**src/rtl/bcd_pkg.sv**
```systemverilog
// -----------------------------------------------------------------------------
// bcd_pkg
// Shared definitions for the BCD up/down counter slice: digit width, digit
// bounds, the digit type and a helper that maps invalid BCD codes to zero.
// -----------------------------------------------------------------------------
package bcd_pkg;

  localparam int          BCD_W   = 4;
  localparam logic [3:0]  BCD_MAX = 4'd9;
  localparam logic [3:0]  BCD_MIN = 4'd0;

  typedef logic [BCD_W-1:0] bcd_digit_t;

  // Codes 10..15 are not BCD; they collapse to zero on load.
  function automatic bcd_digit_t bcd_sanitize(input bcd_digit_t d);
    return (d > BCD_MAX) ? BCD_MIN : d;
  endfunction

  function automatic logic bcd_invalid(input bcd_digit_t d);
    return (d > BCD_MAX);
  endfunction

endpackage

```
**src/rtl/bcd_updown_digit.sv**
```systemverilog
// -----------------------------------------------------------------------------
// bcd_updown_digit
// One BCD digit with up/down step, synchronous clear and parallel load.
// Priority: clear > load > step > hold.
//
// Ports
//   i_Clk       rising-edge clock
//   i_nRst      asynchronous active-low reset (digit -> 0)
//   i_En        step this digit on the next edge (carry/borrow already folded in)
//   i_Dir       1 = up, 0 = down
//   i_Clr       synchronous clear
//   i_Load      synchronous load of i_LoadDigit
//   i_LoadDigit value to load (already sanitized to 0..9)
//   o_Digit     registered digit value
//   o_At9       digit equals 9 (decoded from the register)
//   o_At0       digit equals 0 (decoded from the register)
// -----------------------------------------------------------------------------
module bcd_updown_digit
  import bcd_pkg::*;
(
  input  logic       i_Clk,
  input  logic       i_nRst,
  input  logic       i_En,
  input  logic       i_Dir,
  input  logic       i_Clr,
  input  logic       i_Load,
  input  bcd_digit_t i_LoadDigit,
  output bcd_digit_t o_Digit,
  output logic       o_At9,
  output logic       o_At0
);

  bcd_digit_t digit_q;
  bcd_digit_t digit_d;

  always_comb begin
    // NOTE: default first so every path assigns digit_d and no latch is inferred.
    digit_d = digit_q;
    if (i_Clr) begin
      digit_d = BCD_MIN;
    end else if (i_Load) begin
      digit_d = i_LoadDigit;
    end else if (i_En) begin
      if (i_Dir) digit_d = (digit_q == BCD_MAX) ? BCD_MIN : digit_q + 4'd1;
      else       digit_d = (digit_q == BCD_MIN) ? BCD_MAX : digit_q - 4'd1;
    end
  end

  always_ff @(posedge i_Clk or negedge i_nRst) begin
    // NOTE: non-blocking assignment for registered state avoids simulation races.
    if (!i_nRst) digit_q <= BCD_MIN;
    else         digit_q <= digit_d;
  end

  assign o_Digit = digit_q;
  assign o_At9   = (digit_q == BCD_MAX);
  assign o_At0   = (digit_q == BCD_MIN);

endmodule

```
**src/rtl/bcd_updown_counter.sv**
```systemverilog
// -----------------------------------------------------------------------------
// bcd_updown_counter
// Cascadable P_DIGITS-digit BCD up/down counter with wrap or saturate at the
// terminal count (all 9 going up, all 0 going down).
// Priority per cycle: clear > load > count enable > hold.
//
// Optional feature: define BCD_CNT_LOAD_EN to add a parallel load
// (i_Load, i_LoadVal, o_LoadErr). Invalid digits (>9) load as 0 and pulse
// o_LoadErr for one cycle.
//
// Parameters
//   P_DIGITS  number of BCD digits (1..8)
//   P_WRAP    1 = wrap at terminal count, 0 = saturate
// Ports
//   i_Clk     rising-edge clock
//   i_nRst    asynchronous active-low reset
//   i_CntEn   one step per enabled cycle
//   i_Dir     1 = up, 0 = down
//   i_Clr     synchronous clear
//   o_Cout    packed BCD value, digit 0 in [3:0] (registered)
//   o_NextEn  combinational cascade enable for a following counter
//   o_Zero    all digits zero (decoded from registers)
//   o_Sat     registered saturation flag (P_WRAP = 0 only)
// -----------------------------------------------------------------------------
module bcd_updown_counter
  import bcd_pkg::*;
#(
  parameter int P_DIGITS = 4,
  parameter int P_WRAP   = 1
) (
  input  logic                      i_Clk,
  input  logic                      i_nRst,
  input  logic                      i_CntEn,
  input  logic                      i_Dir,
  input  logic                      i_Clr,
  output logic [BCD_W*P_DIGITS-1:0] o_Cout,
  output logic                      o_NextEn,
  output logic                      o_Zero,
  output logic                      o_Sat
`ifdef BCD_CNT_LOAD_EN
  ,
  input  logic                      i_Load,
  input  logic [BCD_W*P_DIGITS-1:0] i_LoadVal,
  output logic                      o_LoadErr
`endif
);

  localparam bit WRAP = (P_WRAP != 0);

  logic [P_DIGITS-1:0] at9;
  logic [P_DIGITS-1:0] at0;
  // term_chain[k]: digits 0..k-1 are all at the terminal digit for i_Dir.
  logic [P_DIGITS:0]   term_chain;
  logic                terminal;
  logic                load;
  logic                step_en;
  logic                sat_q;
  bcd_digit_t          load_digit [P_DIGITS];

`ifdef BCD_CNT_LOAD_EN
  logic load_bad;
  logic load_err_q;

  assign load = i_Load & ~i_Clr;

  always_comb begin
    load_bad = 1'b0;
    for (int k = 0; k < P_DIGITS; k++) begin
      load_bad      = load_bad | bcd_invalid(i_LoadVal[k*BCD_W +: BCD_W]);
      load_digit[k] = bcd_sanitize(i_LoadVal[k*BCD_W +: BCD_W]);
    end
  end

  always_ff @(posedge i_Clk or negedge i_nRst) begin
    if (!i_nRst) load_err_q <= 1'b0;
    else         load_err_q <= load & load_bad;
  end

  assign o_LoadErr = load_err_q;
`else
  assign load = 1'b0;

  always_comb begin
    for (int k = 0; k < P_DIGITS; k++) load_digit[k] = BCD_MIN;
  end
`endif

  assign term_chain[0] = 1'b1;
  assign terminal      = term_chain[P_DIGITS];

  // In saturate mode a step at the terminal count is simply suppressed.
  assign step_en = i_CntEn & ~i_Clr & ~load & ~(~WRAP & terminal);

  for (genvar k = 0; k < P_DIGITS; k++) begin : g_digit
    bcd_digit_t digit;

    assign term_chain[k+1] = term_chain[k] & (i_Dir ? at9[k] : at0[k]);

    bcd_updown_digit u_digit (
      .i_Clk       (i_Clk),
      .i_nRst      (i_nRst),
      .i_En        (step_en & term_chain[k]),
      .i_Dir       (i_Dir),
      .i_Clr       (i_Clr),
      .i_Load      (load),
      .i_LoadDigit (load_digit[k]),
      .o_Digit     (digit),
      .o_At9       (at9[k]),
      .o_At0       (at0[k])
    );

    assign o_Cout[k*BCD_W +: BCD_W] = digit;
  end

  // Saturation: set after a blocked step, cleared by any real step (which can
  // only be in the opposite direction), clear or load.
  always_ff @(posedge i_Clk or negedge i_nRst) begin
    if (!i_nRst)               sat_q <= 1'b0;
    else if (i_Clr || load)    sat_q <= 1'b0;
    else if (i_CntEn && !WRAP) sat_q <= terminal;
  end

  assign o_Sat    = sat_q;
  assign o_Zero   = &at0;
  // Gated by i_nRst so the cascade stays quiet while the counter is in reset.
  assign o_NextEn = i_nRst & i_CntEn & terminal & ~i_Clr & ~load & (WRAP | ~sat_q);

endmodule

```
**config.mk**
```make
export PLATFORM = sky130hd
export DESIGN_NAME = bcd_updown_counter
export DESIGN_NICKNAME = d
export VERILOG_FILES = /design/src/rtl/bcd_pkg.sv /design/src/rtl/bcd_updown_digit.sv /design/src/rtl/bcd_updown_counter.sv
export SDC_FILE = /design/constraint.sdc
export NUM_CORES = 1
export LEC_CHECK = 0
export ABC_AREA = 0
export CORE_ASPECT_RATIO = 0.5
export CORE_MARGIN = 1.5
export CORE_UTILIZATION = 59
export CTS_BUF_LIST = sky130_fd_sc_hd__clkbuf_8
export CTS_CLUSTER_SIZE = 24
export DETAILED_ROUTE_END_ITERATION = 10
export DONT_BUFFER_PORTS = 1
export PLACE_DENSITY = 0.84
export SETUP_SLACK_MARGIN = 0.02
export SLEW_MARGIN = 15
export SYNTH_ARGS = -nofsm -noshare
export SYNTH_HDL_FRONTEND = slang
export SYNTH_SLANG_ARGS = --single-unit
```
**constraint.sdc**
```tcl
create_clock -name i_Clk -period 2.05 [get_ports i_Clk]
set_input_delay 0.615 -clock i_Clk [delete_from_list [all_inputs] [get_ports i_Clk]]
set_output_delay 0.615 -clock i_Clk [all_outputs]
set_load 0.02 [all_outputs]
```
* After elaboration in Yosys (flattened, before gate mapping)
Index checks and enable logic that the tools add are counted.
Word-level totals: register bits 16, input port bits 5, output and inout bits 19
Operators by class: add/subtract/negate cells 8, eq/ne operators 4, mux-type cells 24, bitwise operators 11, reductions and logical operators 9
Operators with widths (number):
- 2-to-1 mux 4 bit | 20
- adder 4 x 1 -> 4 bit, second input constant | 4
- equality test 4 bit, second input constant | 4
- logical NOT 4 bit | 4
- subtractor 4 x 1 -> 4 bit, second input constant | 4
- AND 1 bit | 10
- nonzero test 2 bit | 4
- 2-to-1 mux 1 bit | 4
- AND reduction 4 bit | 1
- NOT 1 bit | 1

* Depth between registers and ports, before layout
word-level depth 7, mapped depth 7

* Cells and area by module
A second synthesis with hierarchy kept.
Second synthesis, totals: cells, all modules 234, area total of the unflattened synthesis 1983.2 um2
By module, submodules not included:
- bcd_updown_digit | instances 4, cells an instance 55, area each 470.5 um2, sequential area each 100.1 um2
- bcd_updown_counter | instances 1, cells an instance 14, area each 101.3 um2, sequential area each 0.0 um2

* Worst setup path after synthesis
Ideal clock, no wire load.
path kind register to output, start point register g_digit[3].u_digit.digit_q[0], end point output port o_Zero, arrival 2041 ps, data required time 1435 ps, path slack -606 ps, stages on the path, launching flop included 5, buffers on the path 0, path through dfrtp_1 -> inv_1 -> ha_1 -> or3b_2 -> nor4_1
Between the ends: cells in the longest elaborated chain, start to end 2
Ends and longest elaborated chain:
- from (decl) | RTL line bcd_updown_digit.sv:33 | bcd_digit_t digit_q;
- from (signal assigned) | RTL line bcd_updown_digit.sv:52 | else digit_q <= digit_d;
- logical NOT 4 bit | RTL line bcd_updown_digit.sv:57 | assign o_At0 = (digit_q == BCD_MIN);
- AND reduction 4 bit | RTL line bcd_updown_counter.sv:124 | assign o_Zero = &at0;
- to (decl) | RTL line bcd_updown_counter.sv:38 | output logic o_Zero,
Every way passes these cells.

* Worst setup path in the final report
start point register g_digit[3].u_digit.digit_q[1], end point output port o_NextEn
Between the ends: cells in the longest elaborated chain, start to end 5, elaborated cells between the ends (all ways) 6, classes of those cells eq/ne (1); mux (1); bitwise (3); reduce/logical (1)
Ends and longest elaborated chain:
- equality test 4 bit or logical NOT 4 bit (tied branches) | RTL line bcd_updown_digit.sv:56, bcd_updown_digit.sv:57
- 2-to-1 mux 1 bit * | RTL line bcd_updown_counter.sv:97 | assign term_chain[k+1] = term_chain[k] & (i_Dir ? at9[k] : at0[k]);
- AND 1 bit * | RTL line bcd_updown_counter.sv:97
- AND 1 bit * (2 in a row) | RTL line bcd_updown_counter.sv:126 | assign o_NextEn = i_nRst & i_CntEn & terminal & ~i_Clr & ~load & (WRAP | ~sat_q);
- to (decl) | RTL line bcd_updown_counter.sv:37 | output logic o_NextEn,
Mark *: on every way between the ends. The rest lies on a longest branch, timed or not.

==> summary by stage <==
Logic synthesis
After synthesis, the share of flip-flops with an asynchronous set or reset is 100%. The number of synthesized register bits is 16. The number of synthesized flops with an enable pin is 0. The synthesized design spends more area on one cell type than any other, namely dfrtp_1. The most common flop cell mapped by yosys is dfrtp_1.

Sequential cells were found to cover 25.9% of the synthesized design area. After synthesis, the most frequently instantiated cells are o21ai_0 (20), nand2_1 (19), dfrtp_1 (16). The distinct cell type count of the synthesized netlist is 51. The summed instance area of the synthesized netlist is 0.00155 mm^2. The dominant combinational cell family by area after synthesis is compound AO/OA/AOI/OAI gates. Counting every net in the synthesized netlist gives 205. The synthesized netlist cell count is 185.

The portion of synthesized area spent on multiplexers is 2.02%. The synthesized-area fraction occupied by ao, oa, aoi and oai cells is 28.0%. The synthesized area divided by synthesized cell count is 8.37 um^2. The xor and xnor fraction of the mapped netlist area is 2.26%. Of the total synthesized cell area, the portion taken by AND, OR, NAND and NOR gates is 22.9%.

The synthesized netlist devotes 12.1% of its cell area to adder and majority cells. The Yosys step of the flow raised 0 warnings. In the post-synthesis netlist, the biggest area contributors are dfrtp_1 (26%), ha_1 (12%), o21ai_0 (6.5%). The area share of the largest cell type after synthesis is 25.9%. By instance count, the leading cell after synthesis is o21ai_0.

Finish
The share of final-layout standard cells stronger than drive strength 1 is 31.5%. 0 antenna diodes ended up in the layout. The sequential cell area in the final layout is 408 um^2.

The core utilization of the finished layout is 83.4%. The growth of design area from synthesis to finish is 26.2%. The register with the most flip-flops in the layout has 16 of them.

The final net count is 237. The layout has 154 filler cells. Summing all multi-input logic gate instances after layout gives 0.00112 mm^2.

Power and ir drop
The proportion of total power due to net switching is 33.2%. The internal cell power is 0.000654 W. The part of the total power dissipated in combinational logic is 34.8%. Power spread over the standard cell area amounts to 501 mW/mm^2. Across the VDD grid, the largest voltage drop is 0.333 mV.

In this run the power spent charging and discharging nets is 0.000325 W. The fraction of power consumed by the clock network is 29.8%. The leakage component of the power is 0.889 nW. Sequential cells account for 35.4% of the total power.

Worst hold path
The path class of the tightest hold or removal check is in2async.

STA
The share of the cycle needed by the critical path after routing is 115%. The maximum achievable frequency is 424 MHz. Across the routed clock network, the largest skew measured is 0.00853 ns. The setup slack of the critical path after layout is -0.310 ns. The count of final hold-check violations came to 0. The worst slack on hold paths is 0.0424 ns. Setup repair after global routing could not meet its margin everywhere. Setup violations remaining at the end of the flow were counted as 2. The count of pins over their slew limit came to 0. The time the worst path needs with I/O delays and setup is 2.36 ns.

Worst setup path
Of all nets on the critical path, the largest fanout is 3. Counting cells, the worst reg-to-reg path comes to 8. For the worst setup path, the data arrival time is 1.75 ns. The critical path launch point type is a flop. The largest stage delay on the critical path is 0.41 ns.

The critical path data required time is 1.43 ns. The slowest cell on the critical path is dfrtp_2. The worst register-to-register path ends at g_digit[3].u_digit.o_Digit[2]$_DFFE_PN0P_. The kind of end point of the critical path is an output pin. Counting both buffers and inverters, the worst setup path holds a total of 1. The type of the worst setup path is reg2out. The category of cells accounting for the largest share of critical-path delay is simple AND/OR/NAND/NOR gates.

Across all register-to-register paths, the minimum setup slack is 0.13 ns. The origin of the critical flop-to-flop path is g_digit[1].u_digit.o_Digit[1]$_DFFE_PN0P_. The startpoint of the most critical setup path is g_digit[3].u_digit.o_Digit[1]$_DFFE_PN0P_. Traced cell by cell, the critical path runs through inv_2 -> ha_4 -> or3b_4 -> nor2_4 -> o21ai_2 -> nor3_4.

Route
Summing over every cut layer, the via total after detailed routing is 1,602. After detailed routing, the total wire length is 4.35 mm. The initial DRC count is 186. The routed length per placed instance is 17.3 um. The routed via count divided by cell count is 6.38. Once detail routing completed, the nets flagged for antenna violations numbered 0. After detailed routing, the number of remaining DRC violations is 0. The number of iterations in the first detailed-routing pass is 4.

Floorplan
The core footprint is 0.00234 mm^2. The number of primary I/O pins is 24. For this configuration, the core starts out at a cell density of 66.1%.

From left edge to right edge, the die measures 75.4 um. The area enclosed by the die boundary is 0.00296 mm^2. The floorplan step set the die height to 39.2 um.

In this run the core area contains 12 standard-cell rows.

Placement
The number of buffers added on ports is 0. OpenSTA, run right after detailed placement, puts the worst setup slack at -0.0539 ns. The routability congestion estimate is 0.891. The detailed placement HPWL is 3.04 mm.

Run
The tool flagged a number of max-cap violations equal to 0.

Global routing
Global routing finished with a remaining overflow of 0. The layer with the highest usage after global routing is met2. The largest net degree at the start of global routing is 40.

The global routing met2 resource utilization is 56.1%. In the global route stage, met3 resource usage came out at 8.07%. In the global route stage, overall resource usage came out at 33.5%.

The first global-routing pass estimated 7.13 mm of wire. The met1 track demand over resource in global routing is 43.9%. The initial antenna violation count is 0. The via count of the first global-routing pass is 1,492.

Clock tree
The CTS tree is yes. The cell at the root of the clock tree is clkbuf_8. The maximum root-to-sink buffer count is 2. The total CTS buffers is 3.

The number of setup buffers added after CTS is 0. The clock input transition at the sequential cells of the worst setup and hold paths is 0.07 ns. The insertion delay of the later-clocked pin in the worst-skew pair is 0.26 ns. The number of sinks handled by clock tree synthesis is 16. CTS built an H-tree with a depth of 1.

Outcome
The final reports fail on setup timing. The run finished, with violations left.
-- per-stage QoR --
step           area, um^2  power [W]  cells  TNS [ns]
4_1_cts              1940   0.000968    251    -0.574
6_report             1950   0.000979    251    -0.591
3_5_place_dp         1880   0.000678    247   -0.0539
2_1_floorplan        1620   0.000580    185    -0.221
5_1_grt              1950    0.00102    251    -0.767
3_3_place_gp         1880   0.000665    247   -0.0299
-- cell usage in the layout (no fill, tap or decap), types with 2 or more instances in the layout --
cell and count:
buf_4 35, nand2_1 19, o21ai_0 19, inv_1 11, ha_1 11, dfrtp_1 10
nor2_1 9, nand3_1 9, o31ai_1 6, a21oi_1 6, dfrtp_2 6, nor2b_1 4
a22o_1 4, clkbuf_8 4, o21ai_1 3, xor2_1 3, ha_2 3, nand2b_1 2
nor3b_4 2, and2_1 2, nor3_1 2, a32oi_1 2, mux2i_1 2, a31oi_1 2
a31o_2 2, a311oi_1 2, o22ai_1 2, o21bai_1 2, nand4_1 2
-- power groups by stage --
stage / clock (W) / sequential [W] / combinational, W
final: 0.000291 / 0.000347 / 0.000340
after global routing: 0.000307 / 0.000349 / 0.000365
after CTS: 0.000288 / 0.000347 / 0.000333
after detailed placement: 0 / 0.000353 / 0.000325
after global placement: 0 / 0.000351 / 0.000314
after floorplan: 0 / 0.000374 / 0.000206
-- cells by family (layout without fill, tap and decap cells) --
| group | after synthesis | after routing |
|---|---|---|
| AOI/OAI and AO/OA | 62 | 62 |
| xor gates and xnor gates | 4 | 4 |
| adders and majority gates | 15 | 15 |
| buffers and inverters | 23 | 54 |
| DFF | 16 | 16 |
| muxes | 3 | 3 |
| other | 1 | 1 |
| and+or+nand+nor | 61 | 61 |
-- how the worst max path moves through the flow --
stage / end / slack, ns / cells past startpoint
2_1_floorplan: o_NextEn / -0.14 / 6
3_3_place_gp: o_NextEn / -0.03 / 6
3_5_place_dp: o_NextEn / -0.05 / 6
4_1_cts: o_NextEn / -0.30 / 6
5_1_grt: o_Zero / -0.39 / 6
6_report: o_NextEn / -0.31 / 6
-- final cells by class --
cell class / instances / area share [%]
well taps: 35 / 2.24
inverters: 14 / 2.82
flip-flops and latches: 16 / 20.9
repair buffers: 36 / 14.0
clock buffers: 4 / 2.82
multi-input cells: 146 / 57.2
-- routing by layer --
| metal | wire length, um | share of wire, % | up-vias |
|---|---|---|---|
| li1 | - | - | 741 |
| met1 | 1910 | 44 | 750 |
| met2 | 1960 | 45 | 97 |
| met3 | 404 | 9.3 | 14 |
| met4 | 76 | 1.7 | 0 |
| met5 | 0 | 0 | - |
-- what timing repair did --
action	in CTS	in global routing
endpoints found under the hold margin	0	0
endpoints found under the setup margin	2	3
gates resized for setup	1	3
pin swaps	1	1
hold buffers	0	0
Power figures use the tool's default switching activity.
